--- src/rtl/rv_pkg.sv ---
// Shared control-path types for the RV32I core: forwarding selects, hazard FSM
// states, per-stage shadow records and the major opcodes decode classifies.
package rv_pkg;

    typedef enum logic [1:0] {
        FWD_RF  = 2'b00,
        FWD_WB  = 2'b01,
        FWD_MEM = 2'b10
    } fwd_sel_t;

    typedef enum logic [1:0] {
        RUN      = 2'b00,
        FLUSH    = 2'b01,
        MEM_WAIT = 2'b10
    } hz_state_t;

    typedef struct packed {
        logic       valid;
        logic [4:0] rs1;
        logic [4:0] rs2;
        logic       use1;
        logic       use2;
        logic [4:0] rd;
        logic       reg_write;
        logic       mem_read;
    } stage_shadow_t;

    localparam int SHADOW_W = $bits(stage_shadow_t);

    localparam logic [6:0] OPC_LOAD   = 7'b0000011;
    localparam logic [6:0] OPC_STORE  = 7'b0100011;
    localparam logic [6:0] OPC_BRANCH = 7'b1100011;
    localparam logic [6:0] OPC_JAL    = 7'b1101111;
    localparam logic [6:0] OPC_JALR   = 7'b1100111;
    localparam logic [6:0] OPC_OP_IMM = 7'b0010011;
    localparam logic [6:0] OPC_OP     = 7'b0110011;
    localparam logic [6:0] OPC_LUI    = 7'b0110111;
    localparam logic [6:0] OPC_AUIPC  = 7'b0010111;

    function automatic logic opc_is_load(input logic [6:0] opc);
        return opc == OPC_LOAD;
    endfunction

    function automatic logic opc_writes_rd(input logic [6:0] opc);
        case (opc)
            OPC_LOAD, OPC_JAL, OPC_JALR, OPC_OP_IMM,
            OPC_OP, OPC_LUI, OPC_AUIPC:              return 1'b1;
            OPC_STORE, OPC_BRANCH:                   return 1'b0;
            default:                                 return 1'b0;
        endcase
    endfunction

    // True when stage s will write register r that a reader actually uses; x0 never counts.
    function automatic logic shadow_writes(input stage_shadow_t s, input logic [4:0] r,
                                           input logic use_r);
        return s.valid && s.reg_write && (s.rd != 5'd0) && (s.rd == r) && use_r;
    endfunction

endpackage

--- src/rtl/rv_hazard_shadow.sv ---
// EX/MEM/WB shadow of the hazard-relevant instruction fields.
// i_hold freezes the whole chain; i_bubble loads an empty record into EX.
module rv_hazard_shadow
    import rv_pkg::*;
(
    input  logic                i_clk,
    input  logic                i_reset,
    input  logic                i_hold,
    input  logic                i_bubble,
    input  logic [SHADOW_W-1:0] i_id,
    output logic [SHADOW_W-1:0] o_ex,
    output logic [SHADOW_W-1:0] o_mem,
    output logic [SHADOW_W-1:0] o_wb
);

    stage_shadow_t ex_q, ex_d;
    stage_shadow_t mem_q, mem_d;
    stage_shadow_t wb_q, wb_d;

    always_comb begin
        ex_d  = ex_q;
        mem_d = mem_q;
        wb_d  = wb_q;
        if (!i_hold) begin
            ex_d  = i_bubble ? stage_shadow_t'('0) : stage_shadow_t'(i_id);
            mem_d = ex_q;
            wb_d  = mem_q;
        end
    end

    // Only the qualifying bits are reset; register fields are don't-care while invalid.
    always_ff @(posedge i_clk) begin
        if (i_reset) begin
            ex_q.valid      <= 1'b0;
            ex_q.reg_write  <= 1'b0;
            ex_q.mem_read   <= 1'b0;
            mem_q.valid     <= 1'b0;
            mem_q.reg_write <= 1'b0;
            mem_q.mem_read  <= 1'b0;
            wb_q.valid      <= 1'b0;
            wb_q.reg_write  <= 1'b0;
            wb_q.mem_read   <= 1'b0;
        end else begin
            ex_q  <= ex_d;
            mem_q <= mem_d;
            wb_q  <= wb_d;
        end
    end

    assign o_ex  = ex_q;
    assign o_mem = mem_q;
    assign o_wb  = wb_q;

endmodule

--- src/rtl/rv_hazard_ctrl.sv ---
// Hazard controller for the 5-stage RV32I pipe: stalls, flushes, redirect and memory-wait
// sequencing and EX forwarding selects. Define RV_HAZARD_FWD_EN to enable operand forwarding.
module rv_hazard_ctrl
    import rv_pkg::*;
#(
    parameter int unsigned REDIRECT_FLUSH_CYCLES = 1,
    parameter bit          RF_WRITE_FIRST        = 1'b1
)(
    input  logic       i_clk,
    input  logic       i_reset,
    input  logic       i_dec_valid,
    input  logic [4:0] i_dec_rs1,
    input  logic [4:0] i_dec_rs2,
    input  logic       i_dec_use_rs1,
    input  logic       i_dec_use_rs2,
    input  logic [4:0] i_dec_rd,
    input  logic       i_dec_reg_write,
    input  logic       i_dec_mem_read,
    input  logic       i_ex_redirect,
    input  logic       i_mem_busy,
    output logic       o_fetch_stall,
    output logic       o_decode_stall,
    output logic       o_decode_flush,
    output logic       o_ex_flush,
    output logic [1:0] o_fwd_rs1_sel,
    output logic [1:0] o_fwd_rs2_sel
);

    localparam logic [2:0] FLUSH_INIT = 3'(REDIRECT_FLUSH_CYCLES);

    stage_shadow_t       id_rec, ex_s, mem_s, wb_s;
    logic [SHADOW_W-1:0] ex_raw, mem_raw, wb_raw;

    hz_state_t  state_q, state_d, saved_q, saved_d, eff_state;
    logic [2:0] cnt_q, cnt_d;

    logic     hz_ex, hz_mem, hz_wb, data_stall;
    logic     fetch_stall, decode_stall, decode_flush, ex_flush;
    fwd_sel_t fwd1, fwd2;
    logic     unused_sink;

    function automatic logic id_depends(input stage_shadow_t s, input logic dec_valid,
                                        input logic [4:0] r1, input logic u1,
                                        input logic [4:0] r2, input logic u2);
        return dec_valid && (shadow_writes(s, r1, u1) || shadow_writes(s, r2, u2));
    endfunction

    assign id_rec = '{valid:     i_dec_valid,
                      rs1:       i_dec_rs1,
                      rs2:       i_dec_rs2,
                      use1:      i_dec_use_rs1,
                      use2:      i_dec_use_rs2,
                      rd:        i_dec_rd,
                      reg_write: i_dec_reg_write,
                      mem_read:  i_dec_mem_read};

    rv_hazard_shadow u_shadow (
        .i_clk    (i_clk),
        .i_reset  (i_reset),
        .i_hold   (i_mem_busy),
        .i_bubble (ex_flush),
        .i_id     (id_rec),
        .o_ex     (ex_raw),
        .o_mem    (mem_raw),
        .o_wb     (wb_raw)
    );

    assign ex_s  = stage_shadow_t'(ex_raw);
    assign mem_s = stage_shadow_t'(mem_raw);
    assign wb_s  = stage_shadow_t'(wb_raw);

    assign hz_ex  = id_depends(ex_s,  i_dec_valid, i_dec_rs1, i_dec_use_rs1, i_dec_rs2, i_dec_use_rs2);
    assign hz_mem = id_depends(mem_s, i_dec_valid, i_dec_rs1, i_dec_use_rs1, i_dec_rs2, i_dec_use_rs2);
    assign hz_wb  = id_depends(wb_s,  i_dec_valid, i_dec_rs1, i_dec_use_rs1, i_dec_rs2, i_dec_use_rs2);

`ifdef RV_HAZARD_FWD_EN
    function automatic fwd_sel_t fwd_pick(input logic [4:0] r, input logic use_r,
                                          input stage_shadow_t ex, input stage_shadow_t mem,
                                          input stage_shadow_t wb);
        if (!ex.valid)                    return FWD_RF;
        if (shadow_writes(mem, r, use_r)) return FWD_MEM;
        if (shadow_writes(wb, r, use_r))  return FWD_WB;
        return FWD_RF;
    endfunction

    // A load in EX cannot forward yet; everything else is covered by the bypass.
    assign data_stall = hz_ex && ex_s.mem_read;
    assign fwd1       = fwd_pick(ex_s.rs1, ex_s.use1, ex_s, mem_s, wb_s);
    assign fwd2       = fwd_pick(ex_s.rs2, ex_s.use2, ex_s, mem_s, wb_s);
`else
    assign data_stall = hz_ex || hz_mem || (!RF_WRITE_FIRST && hz_wb);
    assign fwd1       = FWD_RF;
    assign fwd2       = FWD_RF;
`endif

    assign unused_sink = ^{ex_s, mem_s, wb_s, hz_mem, hz_wb, 1'(RF_WRITE_FIRST)};

    // MEM_WAIT is transparent: once the memory is ready the saved state acts this same cycle.
    always_comb begin
        state_d      = state_q;
        saved_d      = saved_q;
        cnt_d        = cnt_q;
        fetch_stall  = 1'b0;
        decode_stall = 1'b0;
        decode_flush = 1'b0;
        ex_flush     = 1'b0;
        eff_state    = (state_q == MEM_WAIT) ? saved_q : state_q;

        if (i_reset) begin
            decode_flush = 1'b1;
            ex_flush     = 1'b1;
        end else if (i_mem_busy) begin
            fetch_stall  = 1'b1;
            decode_stall = 1'b1;
            state_d      = MEM_WAIT;
            saved_d      = eff_state;
        end else begin
            state_d = eff_state;
            if (i_ex_redirect) begin
                decode_flush = 1'b1;
                ex_flush     = 1'b1;
                if (REDIRECT_FLUSH_CYCLES != 0) begin
                    state_d = FLUSH;
                    cnt_d   = FLUSH_INIT;
                end else begin
                    state_d = RUN;
                end
            end else if (eff_state == FLUSH) begin
                decode_flush = 1'b1;
                cnt_d        = cnt_q - 3'd1;
                if (cnt_q <= 3'd1) begin
                    state_d = RUN;
                    cnt_d   = 3'd0;
                end
            end else if (data_stall) begin
                fetch_stall  = 1'b1;
                decode_stall = 1'b1;
                ex_flush     = 1'b1;
            end
        end
    end

    always_ff @(posedge i_clk) begin
        if (i_reset) begin
            state_q <= RUN;
            saved_q <= RUN;
            cnt_q   <= 3'd0;
        end else begin
            state_q <= state_d;
            saved_q <= saved_d;
            cnt_q   <= cnt_d;
        end
    end

    assign o_fetch_stall  = fetch_stall;
    assign o_decode_stall = decode_stall;
    assign o_decode_flush = decode_flush;
    assign o_ex_flush     = ex_flush;
    assign o_fwd_rs1_sel  = i_reset ? FWD_RF : fwd1;
    assign o_fwd_rs2_sel  = i_reset ? FWD_RF : fwd2;

endmodule

--- config.mk ---
export PLATFORM = sky130hd
export DESIGN_NAME = rv_hazard_ctrl
export DESIGN_NICKNAME = d
export VERILOG_FILES = /design/src/rtl/rv_pkg.sv /design/src/rtl/rv_hazard_shadow.sv /design/src/rtl/rv_hazard_ctrl.sv
export SDC_FILE = /design/constraint.sdc
export NUM_CORES = 1
export LEC_CHECK = 0
export CAP_MARGIN = 25
export CORE_UTILIZATION = 43
export CTS_CLUSTER_DIAMETER = 30
export CTS_CLUSTER_SIZE = 14
export DETAILED_ROUTE_END_ITERATION = 8
export PLACE_DENSITY = 0.76
export SYNTH_ARGS = -nofsm -noshare
export SYNTH_HDL_FRONTEND = slang
export SYNTH_SLANG_ARGS = --single-unit
--- constraint.sdc ---
create_clock -name i_clk -period 2.4 [get_ports i_clk]
set_input_delay 0.6 -clock i_clk [delete_from_list [all_inputs] [get_ports i_clk]]
set_output_delay 0.6 -clock i_clk [all_outputs]
set_load 0.01 [all_outputs]
==> impl_metrics.yaml <==
run_status:
  status: "finished, violations left"
  violations: "negative setup slack"
global_route:
  grt_pass1_vias: 1184
  grt_max_degree: 15
  antenna_found_initial: 0
  track_usage_pct: 21.9
  grt_pass1_wl_mm: 5.37
  gr-total-overflow: 0
critical_path:
  cp_max_fo: 2
  cp-end-kind: "output port"
  path_class: "flip-flop to output port"
  required_ps: 1800
  path_cells: "or4_4 -> nor2_4 -> nor3_2 -> a221o_2 -> and2_4 -> buf_6"
  slowest_delay_ps: 560
  arrival_ps: 2060
  path_buf_inv: 1
  startpoint_type: "flip-flop"
  cp_top_family: "simple AND/OR/NAND/NOR gates"
  cpMaxStageDelayCell: "or4_4"
floorplanning:
  core_area_um2: 2760
  die_height_um: 55.8
  num_io_pins: 32
  rows: 19
  die-area_um2: 3110
  start_util_pct: 45.1
  dieWidth_um: 55.8
run:
  cap_viol_max_count: 0
route:
  totalWireLength_mm: 3.18
  drt_iter0_markers: 37
  drc_errors: 0
  firstDrtPassIters: 5
  wl_per_cell_um: 15.0
  vias: 1146
  viasPerCell: 5.41
  antenna_left: 0
hold_path:
  hold_class: "flip-flop to flip-flop"
yosys:
  synth.area.mux_share_pct: 2.41
  synth_xor_area_share_pct: 14.1
  ys.flop_type: "dfxtp_1"
  synthDistinctLibCells: 39
  ys_seq_elements: 21
  synthSimpleGateAreaFrac_pct: 17.3
  synth_edf_count: 10
  synth_cells: 128
  avgSynthCellArea_um2: 9.73
  synthAdderAreaFrac_pct: 2.01
  yosys_warnings: 0
  syn-cell-area_um2: 1240
  synth_compound_area_share_pct: 15.7
  synthArstFlopShare_pct: 0
  synth_top_family_by_area: "simple AND/OR/NAND/NOR gates"
  yosysSeqAreaShare_pct: 41.8
cts:
  ctsHoldBuffers: 0
  cts.htree.levels: 1
  clk_latency_ps: 300
  cts_sinks: 21
  cts_max_path_buffers: 2
  cts_tree: "done"
  root_buffer: "clkbuf_4"
  clkTransAtPathRegs_ps: 120
  cts_buffers: 3
power:
  fin_total_pwr_mw: 0.772
  pwr-share-comb_pct: 24.1
  clock_power_share_pct: 23.6
  swShare_pct: 26.3
  p_switching_mw: 0.203
  seqPwrFrac_pct: 52.4
  max-vdd-ir-drop_v: 0.000300
  power.leakage_nw: 0.682
  internal_power_mw: 0.569
  p_per_area_nw_per_um2: 435
placement:
  dp_hpwl_mm: 2.41
  dpl_cell_area_um2: 1670
  port_buffers: 26
  dp_cells: 204
  place.gp.congestion: 0.896
final_layout:
  drive_gt1_share_pct: 28.7
  final_cell_area_um2: 1770
  layout.cells.non_filler: 212
  diodes: 0
  area_growth_pct: 42.4
  nFillCells: 226
  final_nets: 208
timing:
  slew_viol_final: 0
  period_share_pct: 111
  setup_tns_ps: -687
  finalSetupViolations: 3
  final_hold_viol_count: 0
  rsz0062_at_grt: "true"
  clock_skew_ps: 8.57
  fin_crit_ps: 2660
  setup_ws_ps: -264
  timing.fmax_mhz: 375
metal layers:
layer	part of all wire (%)	track usage, %
met4	1.9	9.29
met1	42	26.0
met5	0	0
met3	4.2	3.95
met2	51	38.6
stage by stage:
stage               hold slack (ps)  setup WS, ps  util (%)
finish                          518          -264      64.3
global route                    545          -330      64.3
CTS                             516          -302      63.1
detailed placement              498          -903      60.7
global placement                476          -780      60.7
floorplan                       460          82.6         -
flip-flops by register name (all words and copies together) (netlist names):
register,cells
u_shadow.o_ex,7
u_shadow.o_mem,7
cnt_q,3
saved_q,2
state_q,2
tightest hold or removal path, stage by stage (launching register included):
cell and delay (ps):
dfxtp_1 360, o31ai_1 70, a21oi_1 60
cell type report:
cell class,count,area (um^2),area share [%]
Sequential cell,21,520,29.4
Tap cell,31,38.8,2.19
Inverter,5,18.8,1.06
Timing Repair Buffer,54,445,25.1
Clock buffer,4,30.0,1.69
Multi-Input combinational cell,97,719,40.6
cell usage in the layout (no fill, tap or decap), types with 2 or more instances in the layout:
master and n:
a21boi_0 5, a21oi_1 4, buf_2 3, buf_4 27, buf_6 2, clkbuf_4 4
clkdlybuf4s50_1 10, conb_1 4, dfxtp_1 11, dlygate4sd2_1 12, edfxtp_1 10, ha_1 2
inv_1 5, mux2i_1 3, nand2_1 9, nand2b_1 2, nand4_1 4, nor2_1 12
nor2b_1 3, nor3_1 2, nor3_2 2, o22ai_2 2, or2_2 2, or4_4 2
xnor2_1 20
final timing paths:
kind | startpoint | cells after the start | endpoint | slack, ps
worst max-delay path | u_shadow.o_ex[5] | 6 | o_ex_flush | -260
worst min-delay path | cnt_q[2] | 2 | cnt_q[2] | 520
worst max register to register | u_shadow.o_ex[5] | 7 | u_shadow.o_ex[6] | 300
worst min register to register | cnt_q[2] | 2 | cnt_q[2] | 520
cells in the mapped netlist, types with 2 or more instances:
master | count | share of area, %
xnor2_1 | 20 | 14
nor2_1 | 14 | 4.2
dfxtp_1 | 11 | 18
edfxtp_1 | 10 | 24
nand2_1 | 9 | 2.7
a21boi_0 | 5 | 3.0
buf_4 | 5 | 3.0
inv_1 | 5 | 1.5
a21oi_1 | 4 | 1.6
nand4_1 | 4 | 2.0
nor3_1 | 4 | 1.6
mux2i_1 | 3 | 2.4
nor2b_1 | 3 | 1.5
ha_1 | 2 | 2.0
nand2b_1 | 2 | 1.0
o22ai_1 | 2 | 1.0
or2_2 | 2 | 1.0
or4_1 | 2 | 1.2
power groups by stage:
stage	combinational, mW	sequential [mW]	clock [mW]
after CTS	0.181	0.404	0.185
after detailed placement	0.183	0.411	0
after global routing	0.201	0.406	0.201
final	0.186	0.404	0.182
after floorplan	0.0905	0.414	0
after global placement	0.176	0.410	0
cells by family after synthesis:
kind of cell | Yosys count
simple gates | 43
xor+xnor | 20
flops | 21
fa+ha+maj | 2
other cells | 1
buf+inv | 13
compound gates | 25
mux | 3
repair_timing:
| action | CTS | global route |
|---|---|---|
| buffers inserted | 2 | 2 |
| pin swaps | 11 | 3 |
| resized for setup | 39 | 5 |
| setup endpoints to repair | 4 | 3 |
Note: power is estimated with default switching activity, not from simulation.
